File: config.mk
export PLATFORM = sky130hd
export DESIGN_NAME = rf_sequencer
export DESIGN_NICKNAME = d
export VERILOG_FILES = /design/src/rtl/rf_sequencer.sv
export SDC_FILE = /design/constraint.sdc
export NUM_CORES = 1
export LEC_CHECK = 0
export ABC_AREA = 0
export CELL_PAD_IN_SITES_DETAIL_PLACEMENT = 1
export CELL_PAD_IN_SITES_GLOBAL_PLACEMENT = 2
export CORE_MARGIN = 3
export CORE_UTILIZATION = 31
export CTS_CLUSTER_DIAMETER = 200
export DETAILED_ROUTE_END_ITERATION = 10
export PLACE_DENSITY = 0.8
export RECOVER_POWER = 50
export SKIP_LAST_GASP = 1
export SYNTH_ARGS = -nofsm -noshare
export SYNTH_HDL_FRONTEND = slang
export SYNTH_SLANG_ARGS = --single-unit
File: constraint.sdc
create_clock -name clk -period 2.7 [get_ports clk]
set_input_delay 0.675 -clock clk [delete_from_list [all_inputs] [get_ports clk]]
set_output_delay 0.675 -clock clk [all_outputs]
set_load 0.05 [all_outputs]
File: src/rtl/rf_sequencer.sv
// rf_sequencer: drives a 2-read / 1-write register file with one command at a time.
// A command walks IDLE -> READ -> EXEC -> WRITE.
// Every register-file facing output is registered.
// Each output is loaded on the edge that enters the state where it is valid.
module rf_sequencer #(
  parameter int WIDTH = 8
) (
  input  logic             clk,
  input  logic             rst,
  input  logic             cmd_valid,
  output logic             cmd_ready,
  input  logic [2:0]       cmd_op,
  input  logic [2:0]       cmd_rd,
  input  logic [2:0]       cmd_rs1,
  input  logic [2:0]       cmd_rs2,
  input  logic [WIDTH-1:0] cmd_imm,
  output logic [2:0]       ra1,
  output logic [2:0]       ra2,
  input  logic [WIDTH-1:0] rd1,
  input  logic [WIDTH-1:0] rd2,
  output logic [2:0]       wa3,
  output logic [WIDTH-1:0] wd3,
  output logic             we3,
  output logic             done,
  output logic [WIDTH-1:0] result,
  output logic             carry,
  output logic             zero
);

  typedef enum logic [1:0] {
    ST_IDLE  = 2'd0,
    ST_READ  = 2'd1,
    ST_EXEC  = 2'd2,
    ST_WRITE = 2'd3
  } state_t;

  localparam logic [2:0] OP_ADD = 3'b000;
  localparam logic [2:0] OP_SUB = 3'b001;
  localparam logic [2:0] OP_AND = 3'b010;
  localparam logic [2:0] OP_OR  = 3'b011;
  localparam logic [2:0] OP_XOR = 3'b100;
  localparam logic [2:0] OP_SLT = 3'b101;
  localparam logic [2:0] OP_LI  = 3'b110;
  localparam logic [2:0] OP_MOV = 3'b111;

  state_t           state_r;
  state_t           next_state_s;
  logic             handshake_s;

  // latched command fields
  logic [2:0]       op_r;
  logic [2:0]       rd_r;
  logic [WIDTH-1:0] imm_r;

  // captured operands
  logic [WIDTH-1:0] opa_r;
  logic [WIDTH-1:0] opb_r;

  // ALU combinational results
  logic [WIDTH-1:0] alu_result_s;
  logic             alu_carry_s;
  logic [WIDTH:0]   sum_s;
  logic [WIDTH:0]   diff_s;

  // registered outputs
  logic             ready_r;
  logic [2:0]       ra1_r;
  logic [2:0]       ra2_r;
  logic [2:0]       wa3_r;
  logic [WIDTH-1:0] wd3_r;
  logic             we3_r;
  logic             done_r;
  logic [WIDTH-1:0] result_r;
  logic             carry_r;
  logic             zero_r;

  // ready is masked by rst so no handshake can ever occur while reset is held
  assign cmd_ready   = ready_r & ~rst;
  assign handshake_s = cmd_valid & cmd_ready;

  assign ra1    = ra1_r;
  assign ra2    = ra2_r;
  assign wa3    = wa3_r;
  assign wd3    = wd3_r;
  assign we3    = we3_r;
  assign done   = done_r;
  assign result = result_r;
  assign carry  = carry_r;
  assign zero   = zero_r;

  // Next-state logic: only IDLE waits; every other state lasts exactly one cycle
  always_comb begin
    next_state_s = state_r;
    case (state_r)
      ST_IDLE: begin
        if (handshake_s) begin
          next_state_s = ST_READ;
        end else begin
          next_state_s = ST_IDLE;
        end
      end
      ST_READ:  next_state_s = ST_EXEC;
      ST_EXEC:  next_state_s = ST_WRITE;
      ST_WRITE: next_state_s = ST_IDLE;
      default:  next_state_s = ST_IDLE;
    endcase
  end

  // State register; reset drops any in-flight command
  always_ff @(posedge clk) begin
    if (rst) begin
      state_r <= ST_IDLE;
    end else begin
      state_r <= next_state_s;
    end
  end

  // Command latch: fields are sampled only on the handshake edge
  always_ff @(posedge clk) begin
    if (rst) begin
      op_r  <= 3'd0;
      rd_r  <= 3'd0;
      imm_r <= {WIDTH{1'b0}};
    end else if (handshake_s) begin
      op_r  <= cmd_op;
      rd_r  <= cmd_rd;
      imm_r <= cmd_imm;
    end else begin
      op_r  <= op_r;
      rd_r  <= rd_r;
      imm_r <= imm_r;
    end
  end

  // Operand capture at the end of READ; register-file read data is combinational
  always_ff @(posedge clk) begin
    if (rst) begin
      opa_r <= {WIDTH{1'b0}};
      opb_r <= {WIDTH{1'b0}};
    end else if (state_r == ST_READ) begin
      opa_r <= rd1;
      opb_r <= rd2;
    end else begin
      opa_r <= opa_r;
      opb_r <= opb_r;
    end
  end

  assign sum_s  = {1'b0, opa_r} + {1'b0, opb_r};
  assign diff_s = {1'b0, opa_r} - {1'b0, opb_r};

  // ALU: modulo-2^WIDTH arithmetic; carry is ADD carry-out or SUB borrow
  always_comb begin
    alu_result_s = {WIDTH{1'b0}};
    alu_carry_s  = 1'b0;
    case (op_r)
      OP_ADD: begin
        alu_result_s = sum_s[WIDTH-1:0];
        alu_carry_s  = sum_s[WIDTH];
      end
      OP_SUB: begin
        alu_result_s = diff_s[WIDTH-1:0];
        alu_carry_s  = diff_s[WIDTH];
      end
      OP_AND: alu_result_s = opa_r & opb_r;
      OP_OR:  alu_result_s = opa_r | opb_r;
      OP_XOR: alu_result_s = opa_r ^ opb_r;
      OP_SLT: begin
        if ($signed(opa_r) < $signed(opb_r)) begin
          alu_result_s = {{(WIDTH-1){1'b0}}, 1'b1};
        end else begin
          alu_result_s = {WIDTH{1'b0}};
        end
      end
      OP_LI:  alu_result_s = imm_r;
      OP_MOV: alu_result_s = opa_r;
      default: begin
        alu_result_s = {WIDTH{1'b0}};
        alu_carry_s  = 1'b0;
      end
    endcase
  end

  // Result and flags are loaded every EXEC and held until the next one
  always_ff @(posedge clk) begin
    if (rst) begin
      result_r <= {WIDTH{1'b0}};
      carry_r  <= 1'b0;
      zero_r   <= 1'b0;
    end else if (state_r == ST_EXEC) begin
      result_r <= alu_result_s;
      carry_r  <= alu_carry_s;
      zero_r   <= (alu_result_s == {WIDTH{1'b0}});
    end else begin
      result_r <= result_r;
      carry_r  <= carry_r;
      zero_r   <= zero_r;
    end
  end

  // Handshake and read-port outputs, loaded for the state being entered
  always_ff @(posedge clk) begin
    if (rst) begin
      ready_r <= 1'b0;
      ra1_r   <= 3'd0;
      ra2_r   <= 3'd0;
    end else if (next_state_s == ST_READ) begin
      ready_r <= 1'b0;
      ra1_r   <= cmd_rs1;
      ra2_r   <= cmd_rs2;
    end else begin
      ready_r <= (next_state_s == ST_IDLE);
      ra1_r   <= 3'd0;
      ra2_r   <= 3'd0;
    end
  end

  // Write-port outputs and done, valid only during WRITE; register 0 is never written
  always_ff @(posedge clk) begin
    if (rst) begin
      wa3_r  <= 3'd0;
      wd3_r  <= {WIDTH{1'b0}};
      we3_r  <= 1'b0;
      done_r <= 1'b0;
    end else if (next_state_s == ST_WRITE) begin
      wa3_r  <= rd_r;
      wd3_r  <= alu_result_s;
      we3_r  <= (rd_r != 3'd0);
      done_r <= 1'b1;
    end else begin
      wa3_r  <= 3'd0;
      wd3_r  <= {WIDTH{1'b0}};
      we3_r  <= 1'b0;
      done_r <= 1'b0;
    end
  end

endmodule
**Word level (Yosys, flattened, before mapping)**

Cells that the tools add are included.
W data, S select, Z words.

- Flip-flop bits (word level): 62
- Output and inout port bits: 30
- Bits in latches: 0
- ROM bits: 0
- Memory bits (writable): 0
- Input port bits: 39
- Logic and storage cells: 53
- Memories kept: 0

- Reductions and logical operators: 8
- Bitwise gates (word level): 8
- $lt $le $gt $ge: 1
- Mux-type cells: 6
- Eq/ne operators: 12
- Shift operators: 0
- Multiply operators: 0
- Div/mod/pow operators: 0
- Add/sub/neg operators: 2

Operators by type and width:

| cell | number |
|---|---|
| $pmux W8 S8 | 1 |
| $eq A3 B3 Y1 const B | 4 |
| $add A8 B8 Y9 | 1 |
| $sub A8 B8 Y9 | 1 |
| $and A8 B8 Y8 | 1 |
| $logic_not A8 Y1 | 1 |
| $lt A8 B8 Y1 | 1 |
| $or A8 B8 Y8 | 1 |
| $pmux W2 S4 | 1 |
| $xor A8 B8 Y8 | 1 |
| $eq A2 B2 Y1 const B | 3 |
| $eq A3 B2 Y1 const B | 2 |
| $reduce_or A2 Y1 | 3 |
| $eq A2 B1 Y1 const B | 2 |
| $logic_not A2 Y1 | 2 |
| $eq A3 B1 Y1 const B | 1 |
| $logic_not A3 Y1 | 1 |
| $mux W1 | 3 |
| $not A1 Y1 | 3 |
| $reduce_bool A3 Y1 | 1 |
| $and A1 B1 Y1 | 2 |
| $pmux W1 S2 | 1 |

**Longest topological paths before layout**

- Word-level depth: 8
- Gate-level depth with buffers: 10
- Mapped depth without buffers: 10

**Least setup slack after synthesis**

No wires, ideal clock.

- Path kind: input -> register
- Start point: input port rst
- End point: register op_r[0]
- Setup time: 0.087 ns
- Data arrival time: 2.453 ns
- Cell stages on the path: 7
- Path slack: 0.160 ns
- Path through: clkbuf_1 nor2b_1 and2_1 clkbuf_1 clkbuf_1 nand2_1 o31ai_1

- Longest elaborated chain between the ends: 3

Ends and longest elaborated chain:

| element | RTL line | RTL |
|---|---|---|
| from (decl) | 9 | `input logic rst,` |
| $not A1 Y1 | 78 | `assign cmd_ready = ready_r & ~rst;` |
| $and A1 B1 Y1 | 78 |  |
| named net cmd_ready | 11 | `output logic cmd_ready,` |
| $and A1 B1 Y1 | 79 | `assign handshake_s = cmd_valid & cmd_ready;` |
| to (signal assigned) | 125 | `op_r <= cmd_op;` |
| to (signal assigned) | 129 | `op_r <= op_r;` |
| to (decl) | 51 | `logic [2:0] op_r;` |

The timed path passes the listed nets, and every way through them passes these cells.
A chain may end at the register's enable or synchronous reset.

**Worst setup path in the final report**

- Start point: register opb_r[1]
- End point: register zero_r (netlist: zero)

- Longest elaborated chain between the ends: 4

Ends and longest elaborated chain:

| element | RTL line | RTL |
|---|---|---|
| from (decl) | 57 | `logic [WIDTH-1:0] opb_r;` |
| from (signal assigned) | 139 | `opb_r <= {WIDTH{1'b0}};` |
| from (signal assigned) | 142 | `opb_r <= rd2;` |
| from (signal assigned) | 145 | `opb_r <= opb_r;` |
| $lt A8 B8 Y1 | 169 | `if ($signed(opa_r) < $signed(opb_r)) begin` |
| $mux W1 | 169 |  |
| $pmux W8 S8 (*) | 156 | `case (op_r)` |
| $logic_not A8 Y1 (*) | 193 | `zero_r <= (alu_result_s == {WIDTH{1'b0}});` |
| to (signal assigned) | 193 |  |
| to (signal assigned) | 197 | `zero_r <= zero_r;` |
| to (decl) | 75 | `logic zero_r;` |

Mark *: on every way between the ends. The rest lies on a longest branch, timed or not.

==> results.txt <==
worst vdd ir - 253 uV
R2R Path Start - opb_r[1]
crit path launch type - register
f_max - 390 MHz
actual slew at the worst max-slew pin - 979 ps
number of global-route vias before repair - 3,179
die area - 12,500 um2
detailed router's first-iteration violation count - 145
HPWL after DPL - 7800 um
# Max-Cap Violations - 0
Worst Hold Class - reg2reg
R2R Path End - zero
Routability Congestion - 0.865
Seq/Total Area, Yosys - 35.9%
NetSw - 0.000650 W
Sw Share - 28.2%
Port-buffer cells - 68
synthesized area per cell - 8.59 um2
vias per inst - 4.94
DRT Pass-1 Iters - 4
crit share post-route - 95.1%
Comb pwr share - 17.4%
Crit Path Category - reg2reg
Post-synth EDFFs - 0
routed len/inst - 16.8 um
Syn Nets - 471
Yosys reg bits - 62
Cells on Worst Hold Path - 2
Slew Limit Fails - 0
I/O pin total - 69
RSZ-0062 raised after global routing - no
worst-case hold slack - 473 ps
root buffer selected by CTS - clkbuf_8
Netlist cell types - 56
r2r setup slk - 130 ps
Cell Area, Synth - 3460 um2
Max clock buf depth - 2
Clk pin slew, worst setup/hold paths - 80 ps
count leader, synth - dfxtp_1
Rows - 37
H-tree depth - 3
gr ovfl total - 0
Pleak - 1.70 nW
Data required, critical path - 2930 ps
commonest cells in the netlist - dfxtp_1, nor2_1, mux2i_1
setup TNS - 0 ps
clk sinks - 62
pwr/cell area - 498 nW/um2
total CTS buffers - 9
nets - 543
Core ar. - 10,600 um2
hold wc startpoint - rd_r[2]
Die Width - 112 um
Worst Setup End Kind - register
clock share of power - 40.5%
final setup fails - 0
WHS Endpoint - rd_r[2]
layout cells sized above 1 - 12.5%
Async S/R FF share, synth - 0%
largest net degree at the start of global routing - 29
Internal - 0.00165 W
Worst EP arrival - 2800 ps
Register-to-Register Path Depth - 9
global-route usage over all layers - 16.6%
Yosys warnings - 0
critical path peak fanout - 5
Top FF cell, synth - dfxtp_1
CTS tree - done
Initial Util - 32.6%
initial antenna violation count - 0
ant diodes - 0
clk_lat worst skew - 340 ps
DRC viols - 0
CTS Hold Bufs - 0
die height - 112 um
area added between synthesis and finish - 33.5%
post-synth top area share - 35.9%
final hold vios - 0
fin crit period - 2570 ps
Area contributors post-synth - dfxtp_1, ha_1, mux2i_1
Post-Route WL - 10,300 um
area leader, netlist - dfxtp_1
Sequential Power Share - 42.1%
Post-Syn Instances - 403
outcome - complete, no violations
normalized max-slew margin - 34.7%
Layout Skew - 12.2 ps
first-pass GRT wire length - 16,700 um
via count - 3,043
post-route ant nets - 0
-- cells by family after synthesis --
| group | after synthesis | synth area share [%] |
|---|---|---|
| flops | 62 | 35.9 |
| xor+xnor | 3 | 0.759 |
| buf+inv | 54 | 6.58 |
| compound gates | 86 | 17.0 |
| simple gates | 138 | 19.8 |
| mux | 31 | 9.00 |
| fa+ha+maj | 29 | 10.9 |
-- cell type report --
type,instances,area (um2)
repair buffers,87,823
inverters,28,108
well taps,136,170
clock inverters,7,98.8
fillers,1231,5980
multi-input cells,287,2050
clock buffers,9,124
flip-flops and latches,62,1240
-- power by group through the flow --
stage          Clock (W)  Combinational (W)  Sequential (W)
2_1_floorplan          0           0.000216        0.000999
3_3_place_gp           0           0.000379        0.000989
3_5_place_dp           0           0.000386        0.000990
4_1_cts         0.000960           0.000391        0.000969
5_1_grt         0.000998           0.000440        0.000973
6_report        0.000932           0.000401        0.000969
-- worst max path at each step --
stage / start / end / slack [ps] / depth (start not counted)
finish: opb_r[1] / zero / 130 / 9
global route: opa_r[2] / carry / 10 / 9
CTS: opa_r[0] / zero / 10 / 10
detailed placement: opa_r[1] / zero / 20 / 9
global placement: opa_r[1] / zero / 140 / 9
floorplan: rst / op_r[0] / 160 / 7
-- worst max-delay path: stages, from the launching register on --
cell      delay (ps)
dfxtp_2          370
inv_1            100
ha_1             340
or2_2            360
a211oi_4         270
o311a_1          200
nor3_1            60
o32a_1           370
and4_1           180
a31o_1           210
-- metrics by stage --
stage          instance area, um2  util (%)  std cells  setup WS, ps  total power [W]
2_1_floorplan                3460         -        403           160          0.00122
3_3_place_gp                 4340      41.0        600           145          0.00137
3_5_place_dp                 4340      41.0        600          23.4          0.00138
4_1_cts                      4570      43.1        616          11.9          0.00232
5_1_grt                      4620      43.6        616          10.5          0.00241
6_report                     4620      43.6        616           133          0.00230
-- flip-flops by register name (all words and copies together) (netlist names), 8 cells and up --
signal  flops
imm_r       8
opa_r       8
opb_r       8
result      8
wd3         8
-- cells in the final DEF (no fill, tap or decap), types with 3 or more instances in the layout --
| master | instances |
|---|---|
| mux2i_1 | 30 |
| clkbuf_8 | 9 |
| nor2b_1 | 5 |
| o32a_1 | 3 |
| dlygate4sd3_1 | 8 |
| a21oi_1 | 14 |
| and2_1 | 11 |
| nor3_1 | 7 |
| a211oi_1 | 8 |
| nor3b_1 | 4 |
| o22ai_1 | 3 |
| a211oi_2 | 3 |
| or3_1 | 3 |
| o21ai_0 | 23 |
| dfxtp_1 | 60 |
| ha_1 | 26 |
| buf_4 | 16 |
| nor2_1 | 45 |
| nand2_1 | 25 |
| nand2b_1 | 20 |
| nor4_1 | 3 |
| clkinv_4 | 3 |
| clkdlybuf4s50_1 | 59 |
| and2_0 | 3 |
| a21o_1 | 5 |
| inv_1 | 25 |
| nand3_1 | 3 |
-- per-layer routing --
metal	part of all wire, %	global-route usage (%)	wire (um)	up-vias
met3	3.4	2.72	355	8
met4	1.1	4.79	116	0
met1	46	21.3	4740	1468
met2	50	28.8	5130	44
li1	-	-	-	1523
met5	0	0	0	-
-- what timing repair did --
item | CTS | global route
gates resized for setup | 1 | 15
buffers inserted | 0 | 0
setup endpoints to repair | 1 | 5
pin swaps | 0 | 2
Note: power is estimated with default switching activity, not from simulation.
